[config.mk]
export PLATFORM = sky130hd
export DESIGN_NAME = stream_rr_arbiter
export DESIGN_NICKNAME = d
export VERILOG_FILES = /design/src/rtl/stream_rr_arbiter.sv
export SDC_FILE = /design/constraint.sdc
export NUM_CORES = 1
export LEC_CHECK = 0
export CORE_ASPECT_RATIO = 1.2
export CORE_UTILIZATION = 35
export CTS_BUF_LIST = sky130_fd_sc_hd__clkbuf_16
export DETAILED_ROUTE_END_ITERATION = 12
export PLACE_DENSITY = 0.71
export SLEW_MARGIN = 20
export SYNTH_ARGS = -nofsm -noshare
export SYNTH_HDL_FRONTEND = slang
export SYNTH_SLANG_ARGS = --single-unit
[constraint.sdc]
create_clock -name clk -period 4.5 [get_ports clk]
set_input_delay 1.125 -clock clk [delete_from_list [all_inputs] [get_ports clk]]
set_output_delay 1.125 -clock clk [all_outputs]
set_load 0.05 [all_outputs]
[src/rtl/stream_rr_arbiter.sv]
`default_nettype none
// ============================================================================
// Module   : stream_rr_arbiter
// Purpose  : N-to-1 round-robin stream arbiter. Grants last up to BURST beats
//            and feed a registered output stage. Defining STREAM_ARB_SRC_EN
//            adds the down_src port.
// Revision : 1.0  initial release
// ============================================================================
module stream_rr_arbiter #(
  parameter int DW    = 32,
  parameter int N     = 4,
  parameter int BURST = 4,
  localparam int IW   = (N > 1) ? $clog2(N) : 1
) (
  input  logic            clk,
  input  logic            rst,
  input  logic [N-1:0]    up_valid,
  output logic [N-1:0]    up_ready,
  input  logic [N*DW-1:0] up_data,
  output logic            down_valid,
  input  logic            down_ready,
  output logic [DW-1:0]   down_data
`ifdef STREAM_ARB_SRC_EN
  ,
  output logic [IW-1:0]   down_src
`endif
);

  typedef enum logic [0:0] {
    IDLE  = 1'b0,
    GRANT = 1'b1
  } state_t;

  state_t        state_q, state_d;
  logic [IW-1:0] ptr_q, ptr_d;
  logic [IW-1:0] owner_q, owner_d;
  logic [15:0]   beat_cnt_q, beat_cnt_d;
  logic          down_valid_q, down_valid_d;
  logic [DW-1:0] down_data_q, down_data_d;

  logic [IW-1:0] winner;
  logic          winner_found;
  logic [IW:0]   scan_idx;
  logic [IW-1:0] owner_inc;
  logic          owner_valid;
  logic          owner_ready;
  logic          xfer;
  logic [16:0]   beat_cnt_inc;

  // Round-robin search: first asserted up_valid at or after ptr, wrapping.
  always_comb begin
    winner       = '0;
    winner_found = 1'b0;
    scan_idx     = '0;
    for (int k = 0; k < N; k++) begin
      scan_idx = {1'b0, ptr_q} + (IW+1)'(k);
      if (scan_idx >= (IW+1)'(N)) begin
        scan_idx = scan_idx - (IW+1)'(N);
      end
      if (!winner_found && up_valid[scan_idx[IW-1:0]]) begin
        winner       = scan_idx[IW-1:0];
        winner_found = 1'b1;
      end
    end
  end

  always_comb begin
    up_ready = '0;
    if (!rst && (state_q == GRANT)) begin
      up_ready[owner_q] = !down_valid_q || down_ready;
    end
  end

  assign owner_inc    = (owner_q == IW'(N - 1)) ? '0 : owner_q + 1'b1;
  assign owner_valid  = up_valid[owner_q];
  assign owner_ready  = up_ready[owner_q];
  assign xfer         = owner_valid && owner_ready;
  assign beat_cnt_inc = {1'b0, beat_cnt_q} + 17'd1;

  always_comb begin
    state_d      = state_q;
    ptr_d        = ptr_q;
    owner_d      = owner_q;
    beat_cnt_d   = beat_cnt_q;
    down_valid_d = down_valid_q;
    down_data_d  = down_data_q;

    // Output stage runs independently of the grant so a pending beat
    // survives a release.
    if (xfer) begin
      down_valid_d = 1'b1;
      down_data_d  = up_data[owner_q*DW +: DW];
    end else if (down_valid_q && down_ready) begin
      down_valid_d = 1'b0;
    end

    case (state_q)
      IDLE: begin
        if (winner_found) begin
          state_d    = GRANT;
          owner_d    = winner;
          beat_cnt_d = '0;
        end
      end
      GRANT: begin
        if (xfer) begin
          beat_cnt_d = beat_cnt_inc[15:0];
          if (beat_cnt_inc == 17'(BURST)) begin
            state_d = IDLE;
            ptr_d   = owner_inc;
          end
        end else if (owner_ready && !owner_valid) begin
          state_d = IDLE;
          ptr_d   = owner_inc;
        end
      end
      default: state_d = IDLE;
    endcase
  end

  always_ff @(posedge clk) begin
    if (rst) begin
      state_q      <= IDLE;
      ptr_q        <= '0;
      owner_q      <= '0;
      beat_cnt_q   <= '0;
      down_valid_q <= 1'b0;
      down_data_q  <= '0;
    end else begin
      state_q      <= state_d;
      ptr_q        <= ptr_d;
      owner_q      <= owner_d;
      beat_cnt_q   <= beat_cnt_d;
      down_valid_q <= down_valid_d;
      down_data_q  <= down_data_d;
    end
  end

  assign down_valid = down_valid_q;
  assign down_data  = down_data_q;

`ifdef STREAM_ARB_SRC_EN
  logic [IW-1:0] down_src_q, down_src_d;

  always_comb begin
    down_src_d = down_src_q;
    if (xfer) begin
      down_src_d = owner_q;
    end
  end

  always_ff @(posedge clk) begin
    if (rst) begin
      down_src_q <= '0;
    end else begin
      down_src_q <= down_src_d;
    end
  end

  assign down_src = down_src_q;
`endif

endmodule
`default_nettype wire
==> impl_metrics.csv <==
group,metric,value,unit
die,dieArea,0.01032,mm2
detailed_routing,routedWlPerCell,15.07,um
detailed_routing,vias_per_cell,5.217,
global_route,grt_pass1_vias,3522,
detailed_routing,vias,3370,
critical_path,cp_slowest_cell,"clkdlybuf4s50_1",
critical_path,rr_startpoint,"owner_q[0]",
global_route,overflow,0,
synth,synth_edf_count,0,
synth,synth_top_area_share,0.3114,
critical_path,worstSetupPathType,"in2out",
finish,drive_gt1_frac,0.1491,
clock_tree,holdBufCountCts,0,
sta,slew_headroom,0.5396,
synth,synth_area_leaders,"dfxtp_1 31%, mux4_2 22%, nand2_1 8.2%, a21oi_1 6.3%, nor2_1 2.5%",
finish,instances_no_fill,646,
synth,async_flop_share,0,
detailed_routing,drt_wl_total,9.737,mm
clock_tree,cts_buffers,5,
die,die_w,92.92,um
power_and_ir_drop,power_density,250.3,mW/mm2
clock_tree,post_cts_buffers,0,
synth,synth_area,0.003472,mm2
global_route,antenna_found_initial,0,
synth,yosysWarningCount,0,
sta,hold_viol_final,0,
hold_path,worstHoldPathType,"reg2reg",
detailed_routing,initialDrtViolationCount,160,
place,post-dp-hpwl,7.488,mm
sta,tightest_slew,689.0,ps
clock_tree,cts_tree,"yes",
finish,stdcell_area,0.005403,mm2
sta,drv_slew,0,
critical_path,critical_path_required,3380,ps
die,die_h,111.1,um
die,core,0.009564,mm2
place,postPlaceCellArea,0.005214,mm2
status,status,"complete, no violations",
detailed_routing,drc_errors,0,
place,portBuffers,171,
die,rows,39,
critical_path,worstSetupStartpoint,"down_ready",
synth,syn_nets,509,
synth,yosysMostFrequentCell,"nand2_1",
global_route,grt_start_max_net_pins,58,
finish,finish.utilization,0.5649,
critical_path,start_kind,"input port",
clock_tree,cts-root-buf,"clkbuf_16",
job,maxCapViolations,0,
hold_path,min_to,"down_data[27]",
synth,synthTopCellsByCount,"76 x nand2_1, 54 x dfxtp_1, 44 x a21oi_1",
global_route,grt_usage,0.1972,
clock_tree,cts_sinks,54,
critical_path,r2r_cells,7,
finish,area_growth,55.60,%
sta,fmax,243.3,MHz
critical_path,end_kind,"output port",
synth,synth_seq_cells,54,
sta,tns,0,ps
clock_tree,h-tree-depth,2,
hold_path,min_from,"down_data[27]",
clock_tree,cts_buffer_depth,2,
die,io_pins,172,
sta,period_minus_slack,4110,ps
critical_path,cpMostUsedCell,"clkdlybuf4s50_1",
critical_path,reg2reg_slack,1530,ps
power_and_ir_drop,max-vdd-ir-drop,0.1473,mV
sta,fin_crit_sh,0.9134,
critical_path,slowest_delay,810,ps
die,start_util,0.3630,
critical_path,cp_max_fo,4,
critical_path,cp.arrival,2990,ps
detailed_routing,first_pass_iters,4,
clock_tree,clk_latency,290,ps
sta,setup_viol,0,
synth,ys_seq_area_frac,0.3114,
critical_path,crit_chain,"clkdlybuf4s50_1, nand2b_1, and3b_1, and2_1, clkdlybuf4s50_1",
place,post-place-cells,638,
clock_tree,post_cts_resized,0,
synth,yosys.area.top_type,"dfxtp_1",
clock_tree,clk_pin_slew,70,ps
synth,ys.flop_type,"dfxtp_1",
place,gp_congestion,0.7778,
sta,skew,4.298,ps
critical_path,worstReg2RegEnd,"beat_cnt_q[2]",
finish,diodes,0,
synth,netlist_instances,369,
synth,avgSynthCellArea,9.409,um2
power_and_ir_drop,power.leakage,1.779,nW
detailed_routing,postRouteAntennaNets,0,
hold_path,hold_depth,2,
finish,num-nets-final,662,
synth,synth_cell_types,51,
global_route,grt_first_pass_wirelength,16.34,mm
sta,rsz0062_at_grt,"no",
registers in the layout, indices dropped and copies added (netlist names):
signal and count:
beat_cnt_q 16, state_q 1, ptr_q 2, down_data 32, owner_q 2, down_valid 1
how the worst max path moves through the flow:
stage                  end  cells past startpoint
6_report       up_ready[2]                      5
3_5_place_dp   up_ready[2]                      5
3_3_place_gp   up_ready[3]                      5
4_1_cts        up_ready[2]                      5
5_1_grt        up_ready[2]                      5
2_1_floorplan  up_ready[0]                      3
power breakdown:
part | leakage [nW] | switching, mW | total [mW] | internal [mW]
Clock | 0.0915 | 0.175 | 0.492 | 0.317
Sequential | 0.438 | 0.0156 | 0.509 | 0.494
Combinational | 1.25 | 0.149 | 0.351 | 0.202
layer usage:
metal  track usage  wire length [um]  vias up
met5             0                 0        -
met4       0.04000               102        0
met3       0.04321               499        9
met2        0.3858              5629       95
met1        0.2107              3505     1615
li1              -                 -     1651
critical path, delay by kind of cell:
family	cells	cell delay [ps]
buffers and inverters	2	1260
and+or+nand+nor	3	600
logic make-up (layout without fill, tap and decap cells):
| group | count (synthesis) | after routing | share of synthesized area |
|---|---|---|---|
| simple gates | 155 | 155 | 0.2295 |
| compound gates | 79 | 79 | 0.1503 |
| fa+ha+maj | 5 | 5 | 0.01802 |
| mux | 37 | 37 | 0.2295 |
| flops | 54 | 54 | 0.3114 |
| xor+xnor | 4 | 4 | 0.01009 |
| buf+inv | 35 | 189 | 0.05117 |
per-stage QoR:
stage | total power, mW | hold WS [ps] | setup WS [ps]
detailed placement | 0.8750 | 445.3 | 416.3
finish | 1.352 | 453.5 | 389.8
CTS | 1.365 | 455.4 | 381.4
global route | 1.408 | 475.9 | 287.0
floorplan | 0.7117 | 485.1 | 1520
global placement | 0.8692 | 440.7 | 439.3
placed cells by master (no fill, tap or decap), drive strengths merged, types with 4 or more instances in the layout:
cell type,synthesis,layout
nor2,24,24
inv,5,5
nand2b,4,4
a211oi,5,5
mux4,34,34
ha,5,5
nand2,76,76
a21oi,53,53
nand3b,6,6
xnor2,4,4
clkbuf,11,5
nand4,4,4
nor3,11,11
o21ai,11,11
nand3,8,8
and2,5,5
clkdlybuf4s50,0,170
dfxtp,54,54
buf,19,6
cell type report:
class	count	area, um2
well taps	123	153.9
clock inverters	3	63.81
fillers	882	4161
flip-flops and latches	54	1084
repair buffers	176	1744
clock buffers	5	125.1
inverters	5	18.77
multi-input cells	280	2213
Power figures use the tool's default switching activity.
